### config.mk
export PLATFORM = sky130hd
export DESIGN_NAME = adc_acq_sm_multi
export DESIGN_NICKNAME = d
export VERILOG_FILES = /design/src/rtl/adc_acq_pkg.sv /design/src/rtl/adc_acq_sync.sv /design/src/rtl/adc_acq_sm_multi.sv
export SDC_FILE = /design/constraint.sdc
export NUM_CORES = 1
export LEC_CHECK = 0
export CELL_PAD_IN_SITES_DETAIL_PLACEMENT = 0
export CELL_PAD_IN_SITES_GLOBAL_PLACEMENT = 1
export CORE_MARGIN = 5
export CORE_UTILIZATION = 44
export CTS_CLUSTER_DIAMETER = 150
export DETAILED_ROUTE_END_ITERATION = 10
export GPL_TIMING_DRIVEN = 0
export PLACE_DENSITY = 0.89
export SLEW_MARGIN = 20
export SYNTH_ARGS = -nofsm -noshare
export SYNTH_HDL_FRONTEND = slang
export SYNTH_SLANG_ARGS = --single-unit
### constraint.sdc
create_clock -name clk -period 4.56 [get_ports clk]
set_input_delay 0.684 -clock clk [delete_from_list [all_inputs] [get_ports clk]]
set_output_delay 0.684 -clock clk [all_outputs]
set_load 0.02 [all_outputs]
### src/rtl/adc_acq_pkg.sv
// Shared constants for the ADC acquisition sequencer: one-hot state indices, state type, default widths.
// Latency: n/a (definitions only).
// Backpressure: n/a.
package adc_acq_pkg;

    localparam int NUM_STATES = 18;

    localparam int S_IDLE       = 0;
    localparam int S_WATCH      = 1;
    localparam int S_FILL_INIT1 = 2;
    localparam int S_FILL_INIT2 = 3;
    localparam int S_WFM_INIT1  = 4;
    localparam int S_WFM_INIT2  = 5;
    localparam int S_WFM_INIT3  = 6;
    localparam int S_RUN1       = 7;
    localparam int S_RUN2       = 8;
    localparam int S_RUN3       = 9;
    localparam int S_RUN4       = 10;
    localparam int S_WFM_TST1   = 11;
    localparam int S_WFM_TST2   = 12;
    localparam int S_GAP        = 13;
    localparam int S_CHECKSUM1  = 14;
    localparam int S_CHECKSUM2  = 15;
    localparam int S_DDR3_WAIT  = 16;
    localparam int S_DONE       = 17;

    localparam int DEF_SYNC_STAGES = 4;
    localparam int DEF_BURST_W     = 23;
    localparam int DEF_WFM_W       = 12;
    localparam int DEF_GAP_W       = 16;
    localparam int DEF_FILL_W      = 24;

    typedef enum logic [NUM_STATES-1:0] {
        IDLE       = 18'(1) << S_IDLE,
        WATCH      = 18'(1) << S_WATCH,
        FILL_INIT1 = 18'(1) << S_FILL_INIT1,
        FILL_INIT2 = 18'(1) << S_FILL_INIT2,
        WFM_INIT1  = 18'(1) << S_WFM_INIT1,
        WFM_INIT2  = 18'(1) << S_WFM_INIT2,
        WFM_INIT3  = 18'(1) << S_WFM_INIT3,
        RUN1       = 18'(1) << S_RUN1,
        RUN2       = 18'(1) << S_RUN2,
        RUN3       = 18'(1) << S_RUN3,
        RUN4       = 18'(1) << S_RUN4,
        WFM_TST1   = 18'(1) << S_WFM_TST1,
        WFM_TST2   = 18'(1) << S_WFM_TST2,
        GAP        = 18'(1) << S_GAP,
        CHECKSUM1  = 18'(1) << S_CHECKSUM1,
        CHECKSUM2  = 18'(1) << S_CHECKSUM2,
        DDR3_WAIT  = 18'(1) << S_DDR3_WAIT,
        DONE       = 18'(1) << S_DONE
    } state_t;

endpackage

### src/rtl/adc_acq_sync.sv
// Multi-stage flop synchroniser for asynchronous level inputs, cleared by async reset.
// Latency: STAGES clk cycles.
// Backpressure: none; levels only.
module adc_acq_sync #(
    parameter int STAGES = 4,
    parameter int WIDTH  = 1
) (
    input  logic             clk,
    input  logic             reset_n,
    input  logic [WIDTH-1:0] d,
    output logic [WIDTH-1:0] q
);

    logic [STAGES*WIDTH-1:0] sr;

    always_ff @(posedge clk or negedge reset_n) begin
        if (!reset_n) begin
            sr <= '0;
        end else begin
            sr <= {sr[(STAGES-1)*WIDTH-1:0], d};
        end
    end

    assign q = sr[STAGES*WIDTH-1 -: WIDTH];

endmodule

### src/rtl/adc_acq_sm_multi.sv
// Multi-waveform acquisition sequencer: fill header, W x (header + B bursts, gap), checksum, DDR3 handoff.
// Latency: trigger / ddr3_wr_done to strobe SYNC_STAGES+1 clk; strobes registered from next state.
// Backpressure: none; runs free once triggered, waits only on ddr3_wr_done.
module adc_acq_sm_multi
    import adc_acq_pkg::*;
#(
    parameter int SYNC_STAGES = DEF_SYNC_STAGES,
    parameter int BURST_W     = DEF_BURST_W,
    parameter int WFM_W       = DEF_WFM_W,
    parameter int GAP_W       = DEF_GAP_W,
    parameter int FILL_W      = DEF_FILL_W
) (
    input  logic               clk,
    input  logic               reset_n,
    input  logic [1:0]         acq_enable,
    input  logic               acq_trig,
    input  logic               ddr3_wr_done,
    input  logic               dummy_dat_reset_mode,
    input  logic [BURST_W-1:0] burst_count,
    input  logic [WFM_W-1:0]   wfm_count,
    input  logic [GAP_W-1:0]   gap_count,
    output logic [1:0]         fill_type,
    output logic               address_cntr_en,
    output logic               dummy_dat_reset,
    output logic               adc_mux_fill_hdr_sel,
    output logic               adc_mux_wfm_hdr_sel,
    output logic               adc_mux_dat_sel,
    output logic               adc_mux_checksum_select,
    output logic               adc_mux_checksum_update,
    output logic               adc_acq_out_valid,
    output logic               fill_cntr_en,
    output logic               acq_done,
    output logic [WFM_W-1:0]   wfm_index,
    output logic [FILL_W-1:0]  fill_number,
    output logic               acq_enabled,
    output logic               sm_idle
);

    logic trig_s;
    logic wr_done_s;
    logic armed;

    adc_acq_sync #(.STAGES(SYNC_STAGES), .WIDTH(2)) u_sync_en (
        .clk(clk), .reset_n(reset_n), .d(acq_enable), .q(fill_type)
    );
    adc_acq_sync #(.STAGES(SYNC_STAGES), .WIDTH(1)) u_sync_trig (
        .clk(clk), .reset_n(reset_n), .d(acq_trig), .q(trig_s)
    );
    adc_acq_sync #(.STAGES(SYNC_STAGES), .WIDTH(1)) u_sync_done (
        .clk(clk), .reset_n(reset_n), .d(ddr3_wr_done), .q(wr_done_s)
    );

    assign armed = |fill_type;

    state_t             state;
    state_t             state_nxt;
    logic [BURST_W-1:0] burst_lat;
    logic [BURST_W-1:0] burst_cnt;
    logic [WFM_W-1:0]   wfm_lat;
    logic [GAP_W-1:0]   gap_lat;
    logic [GAP_W-1:0]   gap_cnt;

    always_comb begin
        state_nxt = state;
        case (state)
            IDLE:       if (armed) state_nxt = WATCH;
            WATCH: begin
                if (trig_s)      state_nxt = FILL_INIT1;
                else if (!armed) state_nxt = IDLE;
            end
            FILL_INIT1: state_nxt = FILL_INIT2;
            FILL_INIT2: state_nxt = WFM_INIT1;
            WFM_INIT1:  state_nxt = WFM_INIT2;
            WFM_INIT2:  state_nxt = WFM_INIT3;
            WFM_INIT3:  state_nxt = RUN1;
            RUN1:       state_nxt = RUN2;
            RUN2:       state_nxt = RUN3;
            RUN3:       state_nxt = RUN4;
            RUN4:       state_nxt = (burst_cnt == '0) ? WFM_TST1 : RUN1;
            WFM_TST1:   state_nxt = WFM_TST2;
            WFM_TST2: begin
                if (wfm_index == wfm_lat) state_nxt = CHECKSUM1;
                else if (gap_lat != '0)   state_nxt = GAP;
                else                      state_nxt = WFM_INIT1;
            end
            GAP:        if (gap_cnt == '0) state_nxt = WFM_INIT1;
            CHECKSUM1:  state_nxt = CHECKSUM2;
            CHECKSUM2:  state_nxt = DDR3_WAIT;
            DDR3_WAIT:  if (wr_done_s) state_nxt = DONE;
            // Stay in DONE while the trigger is held so one long trigger yields one fill.
            DONE:       if (!trig_s || !armed) state_nxt = IDLE;
            default:    state_nxt = IDLE;
        endcase
    end

    always_ff @(posedge clk or negedge reset_n) begin
        if (!reset_n) begin
            state                   <= IDLE;
            address_cntr_en         <= 1'b0;
            dummy_dat_reset         <= 1'b0;
            adc_mux_fill_hdr_sel    <= 1'b0;
            adc_mux_wfm_hdr_sel     <= 1'b0;
            adc_mux_dat_sel         <= 1'b0;
            adc_mux_checksum_select <= 1'b0;
            adc_mux_checksum_update <= 1'b0;
            adc_acq_out_valid       <= 1'b0;
            fill_cntr_en            <= 1'b0;
            acq_done                <= 1'b0;
            acq_enabled             <= 1'b0;
            sm_idle                 <= 1'b1;
            wfm_index               <= '0;
            fill_number             <= '0;
            burst_lat               <= '0;
            burst_cnt               <= '0;
            wfm_lat                 <= '0;
            gap_lat                 <= '0;
            gap_cnt                 <= '0;
        end else begin
            state                   <= state_nxt;
            adc_mux_fill_hdr_sel    <= (state_nxt == FILL_INIT1);
            adc_acq_out_valid       <= state_nxt inside {FILL_INIT2, WFM_INIT3, RUN4, CHECKSUM2};
            address_cntr_en         <= state_nxt inside {FILL_INIT2, WFM_INIT3, RUN4, CHECKSUM2};
            dummy_dat_reset         <= (state_nxt == WFM_INIT1) && dummy_dat_reset_mode;
            adc_mux_wfm_hdr_sel     <= (state_nxt == WFM_INIT2);
            adc_mux_dat_sel         <= (state_nxt == RUN3);
            adc_mux_checksum_update <= (state_nxt == RUN3);
            adc_mux_checksum_select <= (state_nxt == CHECKSUM1);
            fill_cntr_en            <= (state_nxt == CHECKSUM2);
            acq_done                <= (state_nxt == DONE) && (state != DONE);
            acq_enabled             <= !(state_nxt inside {IDLE, WATCH});
            sm_idle                 <= (state_nxt == IDLE);

            if (state_nxt == FILL_INIT1) begin
                burst_lat <= (burst_count == '0) ? BURST_W'(1) : burst_count;
                wfm_lat   <= (wfm_count == '0) ? WFM_W'(1) : wfm_count;
                gap_lat   <= gap_count;
                wfm_index <= '0;
            end
            if (state_nxt == WFM_INIT1) burst_cnt <= burst_lat;
            if (state_nxt == RUN1)      burst_cnt <= burst_cnt - BURST_W'(1);
            if (state_nxt == WFM_TST1)  wfm_index <= wfm_index + WFM_W'(1);
            // Counter holds remaining GAP cycles after the current one; exit when it hits zero.
            if (state_nxt == GAP)       gap_cnt <= (state == GAP) ? gap_cnt - GAP_W'(1) : gap_lat - GAP_W'(1);
            if (state_nxt == CHECKSUM2) fill_number <= fill_number + FILL_W'(1);
        end
    end

endmodule

After elaboration in Yosys (flattened, before gate mapping)
Index checks and enable logic that the tools add are counted.

Add/sub/neg operators: 5. Eq/ne operators: 35. Multiplexer cells: 17. Reductions and logical operators: 16.

Operators by type and width (count): $pmux W18 S18 (1); $mux W18 (6); $mux W23 (3); $mux W12 (4); $logic_not A23 Y1 (2); $eq A18 B1 Y1 const B (2); $eq A18 B10 Y1 const B (2); $eq A18 B11 Y1 const B (2); $eq A18 B12 Y1 const B (2); $eq A18 B14 Y1 const B (2); $eq A18 B15 Y1 const B (2); $eq A18 B16 Y1 const B (2); $eq A18 B18 Y1 const B (2); $eq A18 B2 Y1 const B (2); $eq A18 B3 Y1 const B (2); $eq A18 B4 Y1 const B (2); $eq A18 B5 Y1 const B (2); $eq A18 B6 Y1 const B (2); $eq A18 B7 Y1 const B (2); $eq A18 B8 Y1 const B (2); $sub A16 B1 Y16 const B (2); $add A24 B1 Y24 const B (1); $sub A23 B1 Y23 const B (1); $eq A18 B13 Y1 const B (1); other kinds (17) (22).

Register bits after elaboration: 170. Input bits: 58. Output and inout port bits: 50. Word-level logic and storage cells: 94.

Longest topological paths before layout
Gate-level depths: netlist of the first run.

Word-level depth: 8. Depth in mapped cells: 16. Depth with buffers taken out: 11.

Cells and area by module
From an unflattened synthesis of the first run, not the netlist that was laid out.

Cells, all modules: 780. Area total of the unflattened synthesis: 8197.9 um2.

By module, submodules not included: adc_acq_sm_multi (times used 1, cells each 762, area an instance 7782.5 um2, seq. area each 3856.2 um2); adc_acq_sync at u_sync_en (times used 1, cells each 10, area an instance 215.2 um2, seq. area each 200.2 um2); adc_acq_sync at u_sync_done ... (times used 2, cells each 4, area an instance 100.1 um2, seq. area each 100.1 um2).

Worst setup path before layout of the first run
No wires, ideal clock.

Kind: flip-flop to flip-flop. Start: register state[0]. End: register gap_cnt[10]. Library setup time: 0.080 ns. Data arrival time: 3.291 ns. Required time: 4.480 ns. Slack: 1.188 ns. Cell stages (with the launch flop): 17. Path buffers: 5. Clock period less this slack: 3.372 ns. Cells stage by stage: dfstp_2 -> clkbuf_2 -> nor3_2 -> and4_1 -> buf_4 -> nand3_1 -> clkbuf_1 -> mux2i_1 -> ha_1 -> clkbuf_1 -> nand2_1 -> nor3_1 -> a21o_1 -> clkbuf_1 -> a211oi_1 -> a41o_1 -> nor3_2.

Longest elaborated chain between the ends: 4. Elaborated cells on any way between the ends: 27. Those cells by class: 19 x eq/ne; 8 x mux.

RTL lines: start, declared (line adc_acq_sm_multi.sv:55) `state_t state;`; start signal, assigned (line adc_acq_sm_multi.sv:119) `state <= state_nxt;`; branches (longest 4 deep; another with $eq A18 B18 Y1); end signal, assigned (line adc_acq_sm_multi.sv:143) `if (state_nxt == GAP) gap_cnt <= (state == GAP) ? gap_cnt - GAP_W'(1) : gap_lat - GAP_W'(1);`; end, declared (line adc_acq_sm_multi.sv:61) `logic [GAP_W-1:0] gap_cnt;`.

Parallel ways; which one is timed is not known. A chain may end at the register's enable or synchronous reset.

Worst setup path after layout of the first run
Start: register state[1]. End: register gap_cnt[10].

Same word-level chain as after synthesis.

==> results of run 1 <==
==> path summary, 6_finish.rpt <==
path                            cells past startpoint         startpoint  slack (ns)                 to
worst min register to register                      0  u_sync_done.sr[0]        0.35  u_sync_done.sr[1]
worst min-delay path                                1            reset_n        0.26    u_sync_en.sr[7]
max in group asynchronous                           2            reset_n        3.43         wfm_lat[8]
min in group clk                                    0  u_sync_done.sr[0]        0.35  u_sync_done.sr[1]
worst max-delay path                               16           state[1]        0.36        gap_cnt[10]
worst max register to register                     16           state[1]        0.36        gap_cnt[10]
==> layout make-up <==
cell class              count  area, µm²  share of cell area (%)
plain buffers              37      241.5                   2.289
clock buffers              18      439.2                   4.163
clock inverters            14      172.7                   1.637
inverters                  22      82.58                  0.7828
multi-input cells         583       3928                   37.23
flip-flops and latches    170       4257                   40.35
well taps                 260      325.3                   3.084
repair buffers            108       1104                   10.46
==> sequential cells by signal (all words and copies together), names as in the netlist <==
register / cells
adc_mux_checksum_update: 1
sm_idle: 1
u_sync_done.sr: 4
wfm_lat: 12
u_sync_en.sr: 8
gap_lat: 16
acq_done: 1
u_sync_trig.sr: 4
fill_number: 24
burst_lat: 23
adc_mux_wfm_hdr_sel: 1
adc_acq_out_valid: 1
adc_mux_fill_hdr_sel: 1
wfm_index: 12
burst_cnt: 23
acq_enabled: 1
state: 18
fill_cntr_en: 1
dummy_dat_reset: 1
gap_cnt: 16
adc_mux_checksum_select: 1
==> power by group <==
part           internal [mW]  total, mW  switching, mW
Combinational          0.607       1.26          0.653
Clock                  0.878       1.49          0.608
Sequential              1.87       2.20          0.331
Total                   3.35       4.94           1.59
==> cells by family (layout without fill, tap and decap cells) <==
logic type / after synthesis / count (layout) / synth area share [%]
simple gates: 328 / 328 / 21.37
buf+inv: 59 / 199 / 3.797
flops: 170 / 170 / 50.07
xor+xnor: 45 / 45 / 4.636
fa+ha+maj: 4 / 4 / 0.5887
compound gates: 146 / 146 / 11.74
mux: 60 / 60 / 7.800
==> repair_timing <==
action | 4_1_cts | 5_1_grt
resized for setup | 0 | 3
hold endpoints to repair | 0 | 0
buffers inserted | 0 | 0
hold buffers | 0 | 0
endpoints found under the setup margin | 0 | 4
==> cells in the final DEF (no fill, tap or decap), drive strengths merged, types with 5 or more instances in the layout <==
| cell type | netlist | routed |
|---|---|---|
| dfrtp | 168 | 168 |
| mux2 | 50 | 50 |
| clkinvlp | 0 | 5 |
| a21oi | 43 | 43 |
| o31ai | 8 | 8 |
| nor4 | 24 | 24 |
| nor3 | 34 | 34 |
| nor2b | 7 | 7 |
| clkdlybuf4s50 | 0 | 106 |
| clkbuf | 12 | 30 |
| nand4 | 16 | 16 |
| nand2 | 61 | 61 |
| and3 | 15 | 15 |
| o21ai | 41 | 41 |
| o32ai | 6 | 6 |
| xor2 | 25 | 25 |
| inv | 22 | 23 |
| nor2 | 77 | 77 |
| nor3b | 5 | 5 |
| or3 | 10 | 10 |
| nand3 | 31 | 31 |
| nand2b | 11 | 11 |
| clkinv | 0 | 5 |
| mux2i | 10 | 10 |
| and4 | 8 | 8 |
| xnor2 | 20 | 20 |
| a31oi | 7 | 7 |
| buf | 25 | 27 |
| nor4b | 5 | 5 |
| a211oi | 5 | 5 |
==> routing by layer <==
metal | vias up | GRT usage, %
li1 | 3207 | -
met1 | 3270 | 26.37
met2 | 173 | 28.15
met3 | 28 | 3.798
met4 | 0 | 5.767
met5 | - | 0
==> per-stage QoR <==
step                hold slack, ns  utilization, %  setup WS (ns)
detailed placement          0.3347           52.56         0.2781
floorplan                   0.3312               -          1.188
finish                      0.2582           55.83         0.3566
global placement            0.3358           52.39         -4.255
CTS                         0.2712           55.80         0.2606
global route                0.2912           55.83        0.03663
==> run metrics, run 1 <==
share of post-route cells with drive strength above 1 16.07%; Congestion Overflow GR 0; antenna-violating nets left 0; post-layout minimum cycle time 4.203 ns; DP Area 0.009931 mm²; CP max FO 10; Largest stage delay, worst path 0.37 ns; clock root buffer clkbuf_16; WL met2 9172 µm; # diodes 0; DIE WIDTH 149.0 µm; Core Area ~0.019 mm²; TritonCTS clock tree built; Syn Area/Cell approximately 10 µm²; worst skew pair latency 0.42 ns; # rows 50; crit path cell chain clkbuf_1 > nor3_2 > and4_1 > buf_4 > nand3_1 > clkbuf_2 > mux2i_1 > ha_1 > clkbuf_1 > nand2_1 > nor2_1 > a21o_1 > clkbuf_1 > a211oi_1 > a41o_1 > nor3_2; Mapped Nets 874; top cells by count, synth 168 x dfrtp_1, 77 x nor2_1, 61 x nand2_1, 50 x mux2_2, 43 x a21oi_1; PD cells 468.7 mW/mm²; Setup crit end kind register; placed cells 1,180; post-synthesis cell type count 75; Pwr Total 4.944 mW; fin crit share 92.18%; Yosys reg bits 170; synthesized cell area between 0.008 and 0.009 mm²; biggest area consumer among synthesized cells dfrtp_1; WL per Instance between 15 and 20 µm; Hold Violations, Final 0; Main synth FF type dfrtp_1; Layout area overhead 24.08%; design area between 0.01 and 0.015 mm²; slew of the pin with the lowest slew margin 0.6914 ns; first-pass GRT wire length about 33,000 µm; hold crit path type in -> async; met1 wire length 9264 µm; CTS sink count 170; initial antenna violation count 0; Total GRT Usage 18.40%; vias in the first global route 6,513; vias approximately 6,700; Initial Util between 40% and 50%; Total Wirelength 19,900 µm; Num CTS Buffers 17; Max Clk Rate 0.2379 GHz; yosys warns 0; TritonRoute pass-1 iters 5; met3 WL 1101 µm; worst endpoint data arrival time 4.55 ns; final net count around 1,000; GPL Wtd Cong 0.8644; area share of the largest cell type after synthesis 49.45%; setup tns final 0 ns; IO Pins 108; cell leakage power 4.555 nW; Slew Limit Headroom 53.80%; Buf+Inv Stages, Crit Path 5; die height 149.0 µm; Die Area 0.02220 mm²; Post-Syn Instances around 810; Layout Skew approximately 0.0087 ns; EDFF count, synth 0; vias per cell ~5.5; post-route insts no fill 1,212; Max rail drop VDD 0.2701 mV; Critical Path Most Common Cell clkbuf_1; RSZ-0062 raised after global routing false; H-Tree Depth 4; cell family with most CP delay simple AND/OR/NAND/NOR gates; Iter 0 DRT Violations 334; Filler cells around 1,700; CP max stage cell nand3_1; Seq/Total Area, Yosys 50.07%; Top Layer Used met4; Synth async-reset ratio 100.0%; Clock transition at path regs roughly 0.060 ns; pin count of the biggest net entering global routing 90; Max Cap Viol 0; status finished clean; Slew Limit Fails 0; Port Buffers roughly 110; critical path class reg -> reg; final setup vio count 0; Startpoint Class register; required time worst endpoint 4.90 ns; Post-DP HPWL 14,150 µm; DRC 0; count leader, synth dfrtp_1; maximum root-to-sink buffer count 2; Area contributors post-synth dfrtp_1 49%, mux2_2 6.6%, nor2_1 3.4%
(Power assumes the default switching activity.)
==> inputs of run 2 (changes only) <==
Settings changed: ABC_AREA set to 1, CORE_UTILIZATION 44 to 42, SLEW_MARGIN 20 to 30.
==> run metrics, run 2 <==
status finished clean; Max Cap Viol 0; Syn Area/Cell 8.131 µm²; Startpoint Class register; Yosys reg bits 170; Slew Limit Fails 0; max FFs per register 24; Finished Core Util around 53%; post-layout minimum cycle time 2.620 ns; required time worst endpoint 4.87 ns; Area contributors post-synth dfrtp_1 47%, nand2_1 13%, inv_1 5.0%; post-route insts no fill 1,527; worst endpoint data arrival time around 3 ns; Port Buffers about 110; fin crit share 57.45%; Total GRT Usage 18.90%; GPL Wtd Cong 0.8946; Congestion Overflow GR 0; worst skew pair latency roughly 0.44 ns; Mapped Nets 1,173; H-Tree Depth 4; TritonRoute pass-1 iters 5; Seq/Total Area, Yosys approximately 47%; Max rail drop VDD 0.2943 mV; share of post-route cells with drive strength above 1 10.54%; WL per Instance between 10 and 15 µm; pre-CTS WS 1.964 ns; area share of the largest cell type after synthesis 46.54%; hold crit path type in -> async; Clock transition at path regs around 0.07 ns; Slew Limit Headroom 58.94%; CTS sink count 170; setup slack after layout 1.940 ns; # rows 53; pin count of the biggest net entering global routing 87; DIE WIDTH between 150 and 200 µm; slew of the pin with the lowest slew margin 0.6102 ns; first-pass GRT wire length 37,740 µm; clock root buffer clkbuf_16; post-synthesis cell type count between 40 and 50; Iter 0 DRT Violations 550; most frequent cells in the layout 312 x nand2_1, 168 x dfrtp_1, 120 x inv_1; # Post-CTS Setup Buffers 0; Post-CTS Hold Fix Bufs 0; DRC 0; Initial Util 42.84%; Total Wirelength 22,190 µm; yosys warns 0; Main synth FF type dfrtp_1; biggest area consumer among synthesized cells dfrtp_1; placed cells 1,495; Max Clk Rate between 0.3 and 0.4 GHz; maximum root-to-sink buffer count 2; Largest Register fill_number; Synth async-reset ratio 100.0%; Die Area 0.02454 mm²; Post-Syn Instances 1,111; Hold Violations, Final 0; TritonCTS clock tree built; EDFF count, synth 0; Core Area 0.02109 mm²; Post-DP HPWL between 15,000 and 20,000 µm; synthesized cell area 0.009034 mm²; CP max FO 8; top flop regs fill_number: 24 flops, burst_cnt: 23 flops, burst_lat: 23 flops; initial antenna violation count 0; top cells by count, synth 312 x nand2_1, 168 x dfrtp_1, 120 x inv_1, 89 x nor2_1, 58 x o21ai_1; Layout Skew roughly 0.012 ns; # diodes 0; final net count about 1,300; Setup crit end kind register; cell leakage power 5.276 nW; Num CTS Buffers 17; IO Pins 108; final setup vio count 0; critical path class reg -> reg; PD cells 485.7 mW/mm²; die height 156.7 µm; Post-CTS Resized 0; antenna-violating nets left 0; vias 7,667; Layout area overhead 22.85%; vias in the first global route 7,517; most common cell after layout, fill and taps aside nand2_1; RSZ-0062 raised after global routing false; Pwr Total 5.390 mW; vias per cell approximately 5; count leader, synth nand2_1
[run 2: cell count changes in the layout (fill, tap and decap cells not counted), sizes merged, moves of 26 or more]
cell	delta
nand3	+26
o21ai	+53
nor2	+34
inv	+117
nand2	+270
mux2	-49
nand4	+34
a21oi	-39
[run 2: final cells by class]
class	count	area (µm²)
clock buffers	18	439.2
inverters	131	491.7
flip-flops and latches	170	4257
fillers	2035	9990
plain buffers	29	188.9
repair buffers	109	1131
clock inverters	14	150.1
multi-input cells	781	4096
well taps	275	344.1
[run 2: through the flow]
step	hold WS, ns	setup TNS (ns)	instance area [µm²]
finish	0.2224	0	11100
global route	0.2669	0	11100
CTS	0.2531	0	11100
detailed placement	0.3347	0	10510
global placement	0.3320	-720.04	10450
floorplan	0.3312	0	9034
[run 2: final timing paths]
kind	slack [ns]	from	end	cells after the start
worst max-delay path	1.94	burst_cnt[0]	wfm_index[0]	13
worst min-delay path	0.22	reset_n	u_sync_en.sr[1]	2
max in group asynchronous	3.56	reset_n	gap_lat[10]	3
worst max register to register	1.94	burst_cnt[0]	wfm_index[0]	13
min in group clk	0.35	u_sync_done.sr[2]	u_sync_done.sr[3]	0
worst min register to register	0.35	u_sync_done.sr[2]	u_sync_done.sr[3]	0
[run 2: metal layers]
metal	global-route usage, %	part of all wire [%]
met4	6.322	2.4
met5	0	0
met1	25.81	47
met2	30.68	47
met3	3.236	3.8
[run 2: critical path, cell delays in order, from the launching register on]
cell and delay (ns):
dfrtp_1 0.37, inv_1 0.09, ha_1 0.20, nand3_1 0.11, inv_1 0.12, nand2_1 0.15
nor2_1 0.23, nand4_1 0.19, nor2_1 0.27, nand4_1 0.31, nand2_2 0.23, inv_2 0.11
nand2_1 0.06, o21ai_0 0.07
[run 2: logic make-up (layout without fill, tap and decap cells)]
| group | Yosys count | after routing | synth area share [%] |
|---|---|---|---|
| DFF | 170 | 170 | 47.12 |
| buffers and inverters | 160 | 301 | 7.534 |
| AOI/OAI and AO/OA | 108 | 108 | 6.316 |
| and+or+nand+nor | 601 | 601 | 31.86 |
| muxes | 1 | 1 | 0.1246 |
| adders and majority gates | 4 | 4 | 0.5540 |
| xor gates and xnor gates | 67 | 67 | 6.496 |
[run 2: report_power, final]
group	internal, mW	switching, mW
Sequential	1.83	0.189
Clock	0.791	0.668
Combinational	0.715	1.20
